[config.mk]
export PLATFORM = sky130hd
export DESIGN_NAME = peak_bin_finder
export DESIGN_NICKNAME = d
export VERILOG_FILES = /design/src/rtl/dav_pkg.sv /design/src/rtl/max_tracker.sv /design/src/rtl/peak_bin_finder.sv
export SDC_FILE = /design/constraint.sdc
export NUM_CORES = 1
export LEC_CHECK = 0
export BUFFER_PORTS_ARGS = -buffer_cell sky130_fd_sc_hd__buf_2
export CAP_MARGIN = 20
export CORE_UTILIZATION = 50
export DETAILED_ROUTE_END_ITERATION = 8
export GPL_ROUTABILITY_DRIVEN = 0
export PLACE_DENSITY_LB_ADDON = 0.25
export SYNTH_ARGS = -nofsm -noshare
export SYNTH_HDL_FRONTEND = slang
export SYNTH_SLANG_ARGS = --single-unit
export TNS_END_PERCENT = 1
[constraint.sdc]
create_clock -name clk -period 2.1 [get_ports clk]
set_input_delay 0.105 -clock clk [delete_from_list [all_inputs] [get_ports clk]]
set_output_delay 0.105 -clock clk [all_outputs]
set_load 0.02 [all_outputs]
[src/rtl/dav_pkg.sv]
// Shared types and defaults for the spectrum-analysis display path.
// Holds the scan FSM states, the default magnitude width and the bin index type.
package dav_pkg;

  localparam int MAG_W_DEF   = 16;
  localparam int SAMPLES_DEF = 32;

  typedef enum logic [1:0] {IDLE, READ, DRAIN} scan_state_t;

  typedef logic [$clog2(SAMPLES_DEF)-1:0] bin_idx_t;

  // First bin allowed to compete for the peak; bin 0 carries DC when skipped.
  function automatic int firstEligible(input bit skipDc);
    return skipDc ? 1 : 0;
  endfunction

endpackage

[src/rtl/max_tracker.sv]
// Running-maximum tracker for tagged magnitude beats.
// max_val/max_idx already include the beat being presented, so the final bin is usable on its arrival edge.
module max_tracker
  import dav_pkg::*;
#(
  parameter int MAG_W = MAG_W_DEF,
  parameter int IDX_W = 5
) (
  input  logic             clk,
  input  logic             reset,
  input  logic             init,
  input  logic             valid,
  input  logic [MAG_W-1:0] data,
  input  logic [IDX_W-1:0] tag,
  output logic [MAG_W-1:0] max_val,
  output logic [IDX_W-1:0] max_idx
);

  logic [MAG_W-1:0] maxReg;
  logic [IDX_W-1:0] idxReg;
  logic             take;

  // Strict greater-than keeps the lowest index on ties; init overwrites any older maximum.
  always_comb begin
    take    = valid && (init || (data > maxReg));
    max_val = take ? data : maxReg;
    max_idx = take ? tag  : idxReg;
  end

  // NOTE: state registers use non-blocking assignments so every flop samples pre-edge values.
  always_ff @(posedge clk) begin
    if (reset) begin
      maxReg <= '0;
      idxReg <= '0;
    end else begin
      maxReg <= max_val;
      idxReg <= max_idx;
    end
  end

endmodule

[src/rtl/peak_bin_finder.sv]
// Reads one frame of FFT magnitudes from the selected ping-pong bank and reports the peak bin.
// done/index_holder/tone_present are held until the next accepted frame.
module peak_bin_finder
  import dav_pkg::*;
#(
  parameter int          SAMPLES = SAMPLES_DEF,
  parameter int          MAG_W   = MAG_W_DEF,
  parameter bit          SKIP_DC = 1'b1,
  parameter int unsigned MIN_MAG = 64
) (
  input  logic                       clk,
  input  logic                       reset,
  input  logic                       frame_ready,
  input  logic                       frame_bank,
  output logic                       rd_en,
  output logic [$clog2(SAMPLES)-1:0] rd_addr,
  output logic                       whichRAM,
  input  logic [MAG_W-1:0]           rd_data,
  output logic                       busy,
  output logic                       done,
  output logic [$clog2(SAMPLES)-1:0] index_holder,
  output logic                       tone_present
);

  localparam int IDX_W = $clog2(SAMPLES);
  localparam logic [IDX_W-1:0] LAST_ADDR = IDX_W'(SAMPLES - 1);
  localparam logic [IDX_W-1:0] FIRST_BIN = IDX_W'(firstEligible(SKIP_DC));
  localparam logic [MAG_W-1:0] MIN_MAG_V = MAG_W'(MIN_MAG);

  scan_state_t      state;
  logic             tagValid;
  logic [IDX_W-1:0] tagAddr;
  logic             eligible;
  logic             firstBeat;
  logic [MAG_W-1:0] maxVal;
  logic [IDX_W-1:0] maxIdx;
  logic             toneNow;

  // Address tag follows the RAM's one-cycle read latency so it lines up with rd_data.
  always_ff @(posedge clk) begin
    if (reset) begin
      tagValid <= 1'b0;
      tagAddr  <= '0;
    end else begin
      tagValid <= rd_en;
      tagAddr  <= rd_addr;
    end
  end

  assign eligible  = tagValid && ((tagAddr != '0) || !SKIP_DC);
  assign firstBeat = tagValid && (tagAddr == FIRST_BIN);
  assign toneNow   = (maxVal >= MIN_MAG_V);

  max_tracker #(
    .MAG_W (MAG_W),
    .IDX_W (IDX_W)
  ) u_max_tracker (
    .clk     (clk),
    .reset   (reset),
    .init    (firstBeat),
    .valid   (eligible),
    .data    (rd_data),
    .tag     (tagAddr),
    .max_val (maxVal),
    .max_idx (maxIdx)
  );

  always_ff @(posedge clk) begin
    if (reset) begin
      state        <= IDLE;
      rd_en        <= 1'b0;
      rd_addr      <= '0;
      whichRAM     <= 1'b0;
      busy         <= 1'b0;
      done         <= 1'b0;
      index_holder <= '0;
      tone_present <= 1'b0;
    end else begin
      case (state)
        IDLE: begin
          if (frame_ready) begin
            whichRAM <= frame_bank;
            done     <= 1'b0;
            busy     <= 1'b1;
            rd_en    <= 1'b1;
            rd_addr  <= '0;
            state    <= READ;
          end
        end
        READ: begin
          if (rd_addr == LAST_ADDR) begin
            rd_en <= 1'b0;
            state <= DRAIN;
          end else begin
            rd_addr <= rd_addr + 1'b1;
          end
        end
        DRAIN: begin
          // The last bin is on rd_data now; the tracker's merged output already includes it.
          state        <= IDLE;
          busy         <= 1'b0;
          done         <= 1'b1;
          tone_present <= toneNow;
          index_holder <= toneNow ? maxIdx : '0;
        end
        default: state <= IDLE;
      endcase
    end
  end

endmodule

==> flow_summary.toml <==
[run_status]
status = "finished, violations left"
failed_checks = "negative setup slack"

[yosys]
synth_cell_type_count = 33
synth_seq_cells = 44
synthArstFlopShare = 0
synth-edff-count = 0
ys.flop_type = "dfxtp_1"
synthCells = 217
syn_area_mm2 = 0.002052
avgSynthCellArea_um2 = 9.456
yosysSeqAreaShare = 0.4293
yosysWarnings = 0
syn_nets = 255

[cells_and_area]
nFillCells = 278
area.sequential_um2 = 892.1
areaGrowthSynthToFinish_pct = 35.00
drive_above_1_share = 0.3489
final_util = 0.7292
final_cell_mix = "35 x dfxtp_1, 34 x buf_2, 29 x nor2_1"
final_common_cell = "dfxtp_1"
finalNetCount = 315
multi_input_area_mm2 = 0.001219
num_antenna_cells = 0

[die]
rows = 22
start_util = 0.5402
die_h_um = 66.06
fp.dieW_um = 66.06
die-area_mm2 = 0.004364
coreArea_mm2 = 0.003799
ios = 35

[detailed_routing]
drtIter0Drc = 68
via_count = 1744
wl_um = 5006
dr.pass1.iters = 4
wl_per_cell_um = 15.36
route.detailed.drc = 0
via_per_inst = 5.350
ant_nets = 0

[sta]
slew_headroom = 0.6263
fin_tns_setup_ps = -2497
finalCritPeriodShare = 1.085
layout_min_cycle_time_ps = 2279
fmax_ghz = 0.4388
hold_violations = 0
rsz0062_at_grt = "true"
worst_slew_pin_slew_ps = 555.5
finalSetupViolCount = 27
skew_ps = 5.261
slew_viol_final = 0
setup_ws_ps = -179.0

[clock_network]
insertion_delay_ps = 310
clk_pin_slew_ps = 80
clockRootBuffer = "clkbuf_8"
cts_made_buffers = 5
cts_buffer_depth = 2
cts_hold_buffers = 0
cts.sinks = 44
htreeDepth = 2
cts_tree = "yes"

[setup_path]
path_class = "register to register"
cp_max_fo = 6
end_kind = "register"
startpoint_type = "register"
cp.required_ps = 2290
critPathArrivalTime_ps = 2460

[global_routing]
track_usage = 0.2447
grt_pass1_vias = 1767
grtUsageMet1 = 0.3013
globalRouteMet3Util = 0.05172
grt_antenna_before_repair = 0
grt_pass1_wl_um = 8004
use_met2 = 0.4082
grt_max_degree = 28
overflow = 0
top_usage_layer = "met2"

[pwr]
p_per_area_mw_per_mm2 = 637.2
leakagePower_nw = 1.288
ir_drop_uv = 414.9

[place]
dp_hpwl_um = 2994
port_buffers = 34

[flow_run]
cap_violations = 0

[hold_path]
hp-class = "primary input to register"
==> through the flow <==
step | area [µm²] | total power [mW] | worst slack, ps | cells | hold slack [ps]
after floorplan | 2056 | 0.9670 | 5.488 | 217 | 248.9
after global placement | 2391 | 1.026 | -140.1 | 311 | 341.0
after detailed placement | 2391 | 1.029 | -195.2 | 311 | 359.5
after CTS | 2756 | 1.755 | -78.67 | 326 | 37.37
after global routing | 2770 | 1.828 | -288.6 | 326 | 50.96
final | 2770 | 1.765 | -179.0 | 326 | 32.31
==> logic make-up after synthesis <==
group,synth area share
adder cells (fa/ha/maj),0.1098
flip-flops,0.4293
multiplexers,0.1122
XOR/XNOR,0.008538
buffers and inverters,0.05305
AO/OA/AOI/OAI,0.1067
AND/OR/NAND/NOR,0.1805
==> power by group <==
| part | total, mW | internal [mW] | switching (mW) | leakage [nW] |
|---|---|---|---|---|
| clock network | 0.721 | 0.420 | 0.301 | 0.0645 |
| logic | 0.185 | 0.0856 | 0.0995 | 0.863 |
| registers | 0.859 | 0.847 | 0.0122 | 0.361 |
| total | 1.77 | 1.35 | 0.413 | 1.29 |
==> synthesized netlist by cell type, types with 3 or more instances <==
cell type,n,area share
mux2i_1,23,0.11
nand2_1,10,0.018
nand2b_1,3,0.0091
inv_1,19,0.035
nand4_1,4,0.012
a21oi_1,11,0.027
nor4bb_1,3,0.015
nor2b_1,10,0.030
ha_1,18,0.11
dfxtp_1,44,0.43
nor2_1,29,0.053
nor4_1,6,0.018
o31ai_1,6,0.022
clkbuf_1,5,0.0091
==> sequential cells by signal, summed over array words and instances (netlist names) <==
name,count
rd_addr,5
state,2
busy,1
index_holder,5
whichRAM,1
u_max_tracker.idxReg,5
tone_present,1
u_max_tracker.maxReg,16
done,1
tagAddr,5
rd_en,1
tagValid,1
==> what timing repair did <==
action / CTS / global route
pin swaps: 17 / 2
resized for setup: 32 / 2
endpoints found under the setup margin: 27 / 27
gates cloned: 1 / 0
setup buffers: 7 / 0
==> layout make-up <==
| cell class | instances | share of cell area |
|---|---|---|
| clock buffers | 7 | 0.03478 |
| clock inverters | 1 | 0.01084 |
| inverters | 19 | 0.02575 |
| multi-input cells | 147 | 0.4399 |
| flip-flops and latches | 44 | 0.3220 |
| well taps | 48 | 0.02168 |
| repair buffers | 60 | 0.1450 |
==> critical path, cell delays in order, from the launching register on <==
cell	delay, ps
dfxtp_2	350
inv_2	50
ha_4	260
nand4_1	160
buf_4	190
nor4_4	270
o31ai_2	130
o41ai_4	90
buf_4	220
buf_12	130
mux2i_1	230
nor2_1	70
==> path summary, 6_finish.rpt <==
path	from	to	slack [ps]	depth (start not counted)
setup reg to reg	u_max_tracker.maxReg[15]$_SDFF_PP0_	u_max_tracker.maxReg[15]$_SDFF_PP0_	-180	11
hold reg to reg	index_holder[1]$_SDFFE_PP0P_	index_holder[1]$_SDFFE_PP0P_	450	2
hold / removal	frame_bank	whichRAM$_SDFFE_PP0P_	30	3
setup / recovery	u_max_tracker.maxReg[15]$_SDFF_PP0_	u_max_tracker.maxReg[15]$_SDFF_PP0_	-180	11
==> layer usage <==
metal,routed length (µm),vias to the layer above
met2,2364,48
met5,0,-
met4,150,0
met1,2258,804
met3,232,16
li1,-,876
No activity file was read; power rests on OpenSTA's default activity.
